`config.mk`:
```
export PLATFORM = sky130hd
export DESIGN_NAME = frame_loader
export DESIGN_NICKNAME = d
export VERILOG_FILES = /design/src/rtl/frame_loader.sv
export SDC_FILE = /design/constraint.sdc
export NUM_CORES = 1
export LEC_CHECK = 0
export ABC_AREA = 1
export CORE_MARGIN = 3
export CORE_UTILIZATION = 30
export CTS_BUF_LIST = sky130_fd_sc_hd__clkbuf_2 sky130_fd_sc_hd__clkbuf_4 sky130_fd_sc_hd__clkbuf_8
export CTS_CLUSTER_SIZE = 8
export DETAILED_ROUTE_END_ITERATION = 6
export DONT_BUFFER_PORTS = 1
export PLACE_DENSITY_LB_ADDON = 0.1
export SETUP_SLACK_MARGIN = 0.5
export SYNTH_ARGS = -nofsm -noshare
export SYNTH_HDL_FRONTEND = slang
export SYNTH_SLANG_ARGS = --single-unit
```
`constraint.sdc`:
```
create_clock -name clk -period 4.77 [get_ports clk]
set_clock_uncertainty 0.2 [all_clocks]
set_input_delay 0.477 -clock clk [delete_from_list [all_inputs] [get_ports clk]]
set_output_delay 0.477 -clock clk [all_outputs]
set_load 0.03 [all_outputs]
```
`src/rtl/frame_loader.sv`:
```
// frame_loader: turns a raster-order RGB565 byte stream into word writes for
// the two half-panel frame-memory banks read by the LED output driver.
// Rows 0 .. H/2-1 land in bank 0, rows H/2 .. H-1 in bank 1, and both banks
// share one word address and one data bus; only the strobes differ.
module frame_loader #(
  parameter  int MATRIX_HEIGHT = 32,
  parameter  int MATRIX_WIDTH  = 64,
  localparam int BANK_SIZE     = MATRIX_HEIGHT * MATRIX_WIDTH / 2,
  localparam int AW            = $clog2(BANK_SIZE)
) (
  input  logic          clk,
  input  logic          rst,
  input  logic          start,
  input  logic [7:0]    in_data,
  input  logic          in_valid,
  output logic          in_ready,
  output logic          w_en0,
  output logic          w_en1,
  output logic [AW-1:0] w_addr,
  output logic [15:0]   w_data,
  output logic          busy,
  output logic          frame_done
);

  localparam int HALF = MATRIX_HEIGHT / 2;
  localparam int RW   = (MATRIX_HEIGHT > 1) ? $clog2(MATRIX_HEIGHT) : 1;
  localparam int CW   = (MATRIX_WIDTH > 1) ? $clog2(MATRIX_WIDTH) : 1;

  localparam logic [RW-1:0] ROW_LAST = RW'(MATRIX_HEIGHT - 1);
  localparam logic [RW-1:0] ROW_HALF = RW'(HALF);
  localparam logic [CW-1:0] COL_LAST = CW'(MATRIX_WIDTH - 1);
  localparam logic [AW-1:0] WIDTH_A  = AW'(MATRIX_WIDTH);

  // HI waits for the high byte of a pixel, LO for the low byte that completes it.
  typedef enum logic [1:0] {
    IDLE = 2'd0,
    HI   = 2'd1,
    LO   = 2'd2
  } state_t;

  state_t        state;
  state_t        state_nxt;
  logic [RW-1:0] row;
  logic [CW-1:0] col;
  logic [7:0]    hi_byte;

  logic          capture_hi;
  logic          issue_write;
  logic          last_pixel;
  logic          bank_sel;
  logic [RW-1:0] bank_row;
  logic [AW-1:0] addr_nxt;

  // Handshake and status come straight from the registered state, so they
  // change only one cycle after the start pulse.
  assign in_ready = (state != IDLE);
  assign busy     = (state != IDLE);

  // Position decode for the pixel currently being assembled.
  assign last_pixel = (row == ROW_LAST) && (col == COL_LAST);
  assign bank_sel   = (row >= ROW_HALF);
  assign bank_row   = bank_sel ? (row - ROW_HALF) : row;
  assign addr_nxt   = AW'(bank_row) * WIDTH_A + AW'(col);

  // State register.
  // NOTE: every clocked assignment is non-blocking so all registers update
  // from the same pre-edge values, whatever order the statements are in.
  always_ff @(posedge clk or posedge rst) begin
    if (rst) state <= IDLE;
    else     state <= state_nxt;
  end

  // Next-state decode; a start pulse overrides everything and restarts at HI.
  always_comb begin
    // NOTE: each signal gets its default before the case so that no path
    // leaves it unassigned and a latch cannot be inferred.
    state_nxt   = state;
    capture_hi  = 1'b0;
    issue_write = 1'b0;
    unique case (state)
      IDLE: state_nxt = IDLE;
      HI: begin
        if (in_valid) begin
          capture_hi = 1'b1;
          state_nxt  = LO;
        end
      end
      LO: begin
        if (in_valid) begin
          issue_write = 1'b1;
          state_nxt   = last_pixel ? IDLE : HI;
        end
      end
      default: state_nxt = IDLE;
    endcase
    if (start) state_nxt = HI;
  end

  // Pixel position counters and the pending high byte.
  always_ff @(posedge clk or posedge rst) begin
    if (rst) begin
      row     <= '0;
      col     <= '0;
      hi_byte <= '0;
    end else begin
      if (capture_hi) hi_byte <= in_data;
      if (start) begin
        row <= '0;
        col <= '0;
      end else if (issue_write) begin
        if (col == COL_LAST) begin
          col <= '0;
          row <= last_pixel ? '0 : row + 1'b1;
        end else begin
          col <= col + 1'b1;
        end
      end
    end
  end

  // Registered write port; address and data hold between writes. A write
  // issued on a restart cycle still goes out, but its frame_done is dropped.
  always_ff @(posedge clk or posedge rst) begin
    if (rst) begin
      w_en0      <= 1'b0;
      w_en1      <= 1'b0;
      w_addr     <= '0;
      w_data     <= '0;
      frame_done <= 1'b0;
    end else begin
      w_en0      <= issue_write && !bank_sel;
      w_en1      <= issue_write && bank_sel;
      frame_done <= issue_write && last_pixel && !start;
      if (issue_write) begin
        w_addr <= addr_nxt;
        w_data <= {hi_byte, in_data};
      end
    end
  end

endmodule

```
* Word-level counts from Yosys, hierarchy flattened
Cells that the tools add are included.
** Cells by class
- Reductions and logical operators :: 12
- Mux-type cells :: 16
- Equal/unequal tests :: 6
- Magnitude comparators :: 1
- $add $sub $neg :: 4
** Operators with widths (number)
- 2-to-1 mux 5 bit :: 4
- 2-to-1 mux 6 bit :: 3
- adder 10 x 6 -> 10 bit :: 1
- adder 6 x 1 -> 6 bit, second input constant :: 1
- == test 6 bit, second input constant :: 1
- 2-to-1 mux 2 bit :: 3
- != test 3 bit, second input constant :: 2
- nonzero test 2 bit :: 3
- adder 5 x 1 -> 5 bit, second input constant :: 1
- == test 5 bit, second input constant :: 1
- greater-or-equal comparator 5 bit, second input constant :: 1
- logical AND 1 bit :: 5
- 2-to-1 mux 1 bit :: 4
- 2-to-1 mux 4 bit :: 1
- case mux 2 bit (2 select lines) :: 1
- AND reduction 2 bit :: 2
- subtractor 4 x 1 -> 4 bit, second input constant :: 1
- == test 2 x 1 -> 1 bit, second input constant :: 1
- == test 2 bit, second input constant :: 1
- zero test 1 bit :: 2
** Word-level totals
- Input port bits :: 12
- Register bits after elaboration :: 50

* Logic depth before layout (Yosys ltp)
Gate-level depths: netlist (run 1).
- Word-level depth :: 6
- Gate-level depth with buffers :: 9

* Worst setup path after synthesis (run 1)
No wires, ideal clock.
- Kind :: reg2out
- Start point :: reg state[0]
- End point :: out in_ready
- Arrival :: 0.954 ns
- Path buffers :: 1
- Stages on the path, launching flop included :: 3
- Slack :: 3.139 ns
- Path through :: dfrtp_1 -> or2_2 -> buf_4
** On the way
- Word-level cells in the longest chain between the ends :: 1
** Ends and longest elaborated chain
- from (decl) :: line 41 : state_t state;
- from (signal assigned) :: line 70 : else state <= state_nxt;
- nonzero test 2 bit
- to (decl) :: line 16 : output logic in_ready,
Every way passes these cells.

* Worst setup path after layout (run 1)
- Start point :: reg state[1]
- End point :: reg col[3]
** On the way
- Word-level cells in the longest chain between the ends :: 3
** Ends and longest elaborated chain
- == test 2 bit :: line 80 : unique case (state)
- 2-to-1 mux 1 bit :: line 80
- nonzero test 2 bit (no line)
- to (signal assigned) :: line 115 : col <= col + 1'b1;
- to (decl) :: line 44 : logic [CW-1:0] col;
Every way passes these cells.
A chain may end at the register's enable or synchronous reset.

==> results of run 1 <==
-- metal layers --
| layer | share of wire [%] | wire length [um] | vias to the layer above |
|---|---|---|---|
| met2 | 42 | 1823 | 31 |
| met5 | 0 | 0 | - |
| met1 | 51 | 2242 | 677 |
| li1 | - | - | 731 |
| met3 | 5.6 | 246 | 7 |
| met4 | 1.6 | 70 | 0 |
-- cell families after synthesis --
group,count (synthesis),share of synthesized area [%]
and+or+nand+nor,110,21.49
DFF,50,60.20
AOI/OAI and AO/OA,36,9.031
buffers and inverters,32,7.044
adders and majority gates,3,1.806
xor gates and xnor gates,1,0.4215
-- per-stage QoR --
| stage | worst slack (ns) | area (um^2) |
|---|---|---|
| after global routing | 2.278 | 2233 |
| after floorplan | 2.892 | 2078 |
| final | 2.560 | 2233 |
| after detailed placement | 2.528 | 2121 |
| after global placement | 2.621 | 2121 |
| after CTS | 2.509 | 2233 |
-- layout by cell type, fill, tap and decap left out, types with 2 or more instances in the layout --
cell type  instances
nor2_1            11
o22ai_1            2
o21ai_1           13
a21oi_1            5
nand2_1           81
nand2_2            2
inv_2              4
nand3_1            8
nor3_1             4
dfrtp_1           50
ha_1               3
inv_1             19
o21ai_0           14
clkbuf_8           6
-- registers in the layout, summed over array words and instances, names as in the netlist --
register and count:
w_data 16, w_en0 1, w_en1 1, row 5, hi_byte 8, w_addr 10, frame_done 1, state 2
col 6
-- final cells by class --
cell class / count / share of cell area (%)
clock buffers: 6 / 3.697
clock inverters: 1 / 1.345
inverters: 24 / 4.146
multi-input cells: 150 / 30.48
flip-flops and latches: 50 / 56.02
well taps: 77 / 4.314
-- where the power goes --
part / total [W] / switching [W] / internal (W)
registers: 0.000604 / 0.000125 / 0.000479
clock network: 0.000308 / 0.000140 / 0.000168
logic: 0.0000754 / 0.0000478 / 0.0000276
-- worst min-delay path by stage --
stage          cells after the start  slack, ns  startpoint         end
6_report                           1       0.03       start    state[1]
5_1_grt                            1      0.003       start    state[1]
4_1_cts                            1       0.01       start    state[1]
3_5_place_dp                       2       0.25  hi_byte[3]  w_data[11]
3_3_place_gp                       2       0.25  hi_byte[0]   w_data[8]
2_1_floorplan                      1       0.23      row[4]       w_en0
-- worst max-delay path, delay by kind of cell, from the launching register on --
family | cells | cell delay [ns]
and+or+nand+nor | 6 | 1.47
DFF | 1 | 0.39
buffers and inverters | 1 | 0.07
==> results.md, run 1 <==
- TritonCTS clock tree: yes
- Mapped Avg Cell Area: 8.958 um^2
- Routed Antenna Nets: 0
- Status: finished, final reports clean
- Area share of the leading cell type in the synthesized netlist: 60.20%
- Origin of the critical flop-to-flop path: state[1]
- Crit path from: state[1]
- Post CTS Setup Buffer Count: 0
- Clk buf depth: 2
- RR Endpoint: col[3]
- Final setup viols: 0
- CP Capture Type: flip-flop
- Syn Nets: 247
- Synth top cells by count: 81 x nand2_1, 50 x dfrtp_1, 20 x inv_1, 14 x o21ai_0, 13 x o21ai_1
- Clock Sinks: 50
- Die X: 89.23 um
- Yosys warnings: 0
- Crit start category: flip-flop
- Top-count cell post-synth: nand2_1
- Max stage delay on crit path: 0.64 ns
- Unique masters post-synth: 25
- Final Hold Violating Endpoints: 0
- PwrDens: 442.0 nW/um^2
- Final Cycle Share: 46.33%
- Starting Density: 31.82%
- Pwr Total: 0.0009872 W
- Leak: 1.116 nW
- Rel. slew slack: 30.12%
- Seq/Total Area, Yosys: 60.20%
- Fmax: 452.5 MHz
- Total GRT Usage: 12.07%
- Max H-tree Level: 2
- RSZ-0062 raised after global routing: no
- Vias in the first global route: 1452
- Most Crowded Layer GR: met2
- Slew @ Worst Pin: 1.047 ns
- Final hold slack: 0.02762 ns
- GP Congestion: 0.7787
- Maximum vdd drop: 0.0002240 V
- Final Max Tran Viols: 0
- N_diodes: 0
- Number of flops mapped to enable cells by yosys: 0
- Max-Cap Viols: 0
- Worst-path clk slew: 0.09 ns
- Drt total wl: 4383 um
- Site Rows: 29
- Number of gates resized after cts: 0
- Cells after DPL: 301
- Class of the tightest hold or removal check: input pin to flip-flop
- # DRC: 0
- Starting DRT DRC Count: 49
- DPL Wire Length: 2868 um
- Largest net degree at the start of global routing: 51
- Final Critical Period: 2.210 ns
- First-pass GRT wire length: 7196 um
- DR pass1 iterations: 4
- CTS root buffer: clkbuf_8
- Multi-input gate area: 680.7 um^2
- Die footprint: 7962 um^2
- M2 GR Usage: 17.68%
- Die Span Y: 89.23 um
- Yosys reg bits: 50
- Cell Count, Final, Fillers Out: 308
- DR vias/cell: 4.695
- CP arrival: 2.25 ns
- CP cell instances: inv_2, nor2_2, nand2_2, nand2_1, nand2_2, nand2_1, nor2_1
- Fillers: 694
- Avg WL per Cell: 14.23 um
- Worst EP required: 4.81 ns
- GR Layer Usage met3: 4.516%
- Top Ports: 43
- Area contributors post-synth: dfrtp_1 60%, nand2_1 15%, inv_1 3.6%
- CORE AREA: 6531 um^2
- Final-stage net count: 246
- R2R depth: 7
- Hold buffers post-CTS: 0
- Cell Area, Synth: 2078 um^2
- Post-Synthesis Cells: 232
- Layout cells sized above 1: 7.359%
- Total CTS buffers: 5
- Maximum fanout along the worst path: 48
- IO buf count: 0
- Initial antenna violation count: 0
- Setup CP Type: flip-flop to flip-flop
- Critical path's slowest cell: nand2_2
- Post-layout utilization of the core: 34.20%
- R2r setup slk: 2.56 ns
- Clock Latency Late Sink: 0.30 ns
- Cell accounting for the most synthesized area: dfrtp_1
- Syn-to-layout area delta: 7.465%
- DR vias: 1446
- M1 GR Usage: 16.09%
- Reg area: 1251 um^2
- Post-synth ARST share: 100.0%
- Setup TNS: 0 ns
- Crit path to: col[3]
- Grt total ovfl: 0
- Ys flop type: dfrtp_1
(Power assumes the default switching activity.)
==> inputs of run 2 (changes only) <==
clock period = 2.3 ns   (was 4.77 ns; I/O delays follow)
==> run 2 against run 1 <==
Die area stayed put; fmax is 35% higher; via count is 2.3% higher; cell count is 5.8% higher; design area is 7.6% higher; critical path depth is 2 higher; non-clock buffer count is 17 higher; setup slack worse by 1.9 ns; worst hold slack better by 0.026 ns; clock power is 82% higher; clock-buffer cell count stayed put; first-iteration DRC count is 29% higher.
==> results.md, run 2 (synthesized netlist as in run 1, its figures left out) <==
- Sw frac: 33.97% (+2.3 points)
- Leading cell type in the layout, fill and taps excluded: nand2_1
- PwrDens: 828.3 nW/um^2 (+87%)
- Final-stage net count: 263 (+6.9%)
- DR vias/cell: 4.537 (-3.4%)
- Vias in the first global route: 1513 (+4.2%)
- Hold depth: 4 (+3)
- Routed Antenna Nets: 0 (unchanged)
- Cell Count, Final, Fillers Out: 326 (+5.8%)
- Commonest non-fill, non-tap cells in the layout: 81 x nand2_1, 50 x dfrtp_1, 18 x inv_1, 14 x o21ai_0, 13 x o21ai_1
- Critical path's slowest cell: dfrtp_1
- Class of the tightest hold or removal check: input pin to flip-flop
- DR pass1 iterations: 4 (unchanged)
- Final Critical Period: 1.634 ns (-0.5759 ns)
- Die Span Y: 89.23 um (unchanged)
- Delay-heaviest family, CP: simple AND/OR/NAND/NOR gates
- CP arrival: 1.64 ns (-0.61 ns)
- Cells after DPL: 304 (+1.0%)
- CORE AREA: 6531 um^2 (unchanged)
- DR vias: 1479 (+2.3%)
- Starting Density: 31.82% (unchanged)
- TritonCTS clock tree: yes
- Top Ports: 43 (unchanged)
- Hold Path Sink: w_addr[5]
- R2r setup slk: 0.67 ns (-1.89 ns)
- Worst path buffer plus inverter count: 1 (unchanged)
- Worst EP required: 2.31 ns (-2.50 ns)
- Maximum vdd drop: 0.0004318 V (+93%)
- Fmax: 612.0 MHz (+35%)
- Biggest regs: w_data (16), w_addr (10), hi_byte (8)
- Grt total ovfl: 0 (unchanged)
- GP Congestion: 0.7377 (-5.3%)
- R2R depth: 9 (+2)
- CP Capture Type: flip-flop
- Pint: 0.001315 W (+95%)
- Origin of the critical flop-to-flop path: row[0]
- Total CTS buffers: 5 (unchanged)
- Starting DRT DRC Count: 63 (+29%)
- CTS root buffer: clkbuf_8
- Comb pwr share: 8.9% (+1.3 points)
- RR Endpoint: row[3]
- Max H-tree Level: 2 (unchanged)
- Site Rows: 29 (unchanged)
- Leak: 1.198 nW (+7.3%)
- Avg WL per Cell: 13.89 um (-2.4%)
- Sequential fraction of design power: 62.9% (+1.7 points)
- Setup CP Type: flip-flop to flip-flop
- IO buf count: 0 (unchanged)
- Final Hold Violating Endpoints: 0 (unchanged)
- Rel. slew slack: 62.66% (+33 points)
- Worst-path clk slew: 0.10 ns (about the same)
- Setup TNS: 0 ns (unchanged)
- Status: finished, final reports clean
- Sw power: 0.0006762 W (+120%)
- Clk network pwr share: 28.2% (-3.0 points)
- Slew @ Worst Pin: 0.5586 ns (-0.4881 ns)
- Final Max Tran Viols: 0 (unchanged)
- Pwr Total: 0.001991 W (+100%)
- Clock Latency Late Sink: 0.31 ns (about the same)
- Clk buf depth: 2 (unchanged)
- Drt total wl: 4527 um (+3.3%)
- Syn-to-layout area delta: 15.65%
- Final setup viols: 0 (unchanged)
- Most flop-heavy register: w_data
- Maximum fanout along the worst path: 5 (-90%)
- Max-Cap Viols: 0 (unchanged)
- Crit start category: flip-flop
- # DRC: 0 (unchanged)
- Die footprint: 7962 um^2 (unchanged)
- Max FFs per register: 16 (unchanged)
- Die X: 89.23 um (unchanged)
- Initial antenna violation count: 0 (unchanged)
- Total GRT Usage: 12.81% (+0.74 points)
- DPL Wire Length: 3030 um (+5.6%)
- N_diodes: 0 (unchanged)
- Max stage delay on crit path: 0.42 ns (-0.22 ns)
- Hold path start: in_valid
- RSZ-0062 raised after global routing: no
- CP cell instances: ha_2, nand2_1, nor2_1, ha_2, inv_2, nor3_4, nor2_1, nand3_1, nand2_1
- Clock Sinks: 50 (unchanged)
- Largest net degree at the start of global routing: 28 (-45%)
- First-pass GRT wire length: 7652 um (+6.3%)
- Final Cycle Share: 71.04% (+25 points)
- Layout cells sized above 1: 11.24% (+3.9 points)
run 2: changes by cell type in the layout (fill, tap and decap cells not counted), sizes merged:
cell	before	now
bufinv	1	0
buf	0	6
clkinvlp	0	1
dlygate4sd3	0	11
inv	24	25
run 2: worst max-delay path by stage:
stage,start,end,slack [ns],depth (start not counted)
after floorplan,rst,col[0],0.67,1
after global placement,row[0],row[3],0.59,9
after detailed placement,row[0],row[3],0.55,9
after CTS,row[0],row[3],0.53,9
after global routing,col[0],row[0],0.51,8
final,row[0],row[3],0.67,9
run 2: timing repair:
action,CTS,global route
buffers inserted,0,3
endpoints found under the hold margin,47,0
hold buffers,11,0
endpoints found under the setup margin,0,2
resized for setup,0,5
run 2: metal layers:
metal	wire [um]	vias up	share of wire [%]	global-route usage, %
met3	220	8	4.9	3.502
met5	0	-	0	0
met4	93	0	2.1	6.089
met1	2320	676	51	17.36
li1	-	763	-	-
met2	1892	32	42	18.96
run 2: area by class of cell:
cell class | instances | area, um^2
multi-input cells | 150 | 696.9
fillers | 683 | 4128
clock buffers | 6 | 82.58
inverters | 24 | 92.59
well taps | 77 | 96.34
repair buffers | 17 | 167.7
clock inverters | 2 | 16.27
flip-flops and latches | 50 | 1251
run 2: stage by stage:
step                utilization [%]  setup WS [ns]  cell area (um^2)  hold WS (ns)
floorplan                         -         0.6688              2078       0.09314
global placement              33.01         0.5851              2156     -0.006424
detailed placement            33.01         0.5482              2156     -0.006385
CTS                           36.21         0.5279              2365       0.05614
global route                  36.80         0.5108              2404       0.06838
finish                        36.80         0.6661              2404       0.05376
run 2: worst register-to-register path, cell delays in order (launching register included):
cell	delay [ns]
dfrtp_1	0.42
ha_2	0.20
nand2_1	0.05
nor2_1	0.11
ha_2	0.19
inv_2	0.05
nor3_4	0.12
nor2_1	0.06
nand3_1	0.07
nand2_1	0.05
run 2: power groups by stage:
stage | clock, W | combinational, W | sequential (W)
final | 0.000562 | 0.000178 | 0.00125
after global routing | 0.000631 | 0.000214 | 0.00127
after CTS | 0.000583 | 0.000184 | 0.00126
after detailed placement | 0 | 0.000170 | 0.00127
after global placement | 0 | 0.000166 | 0.00127
after floorplan | 0 | 0.000139 | 0.00125
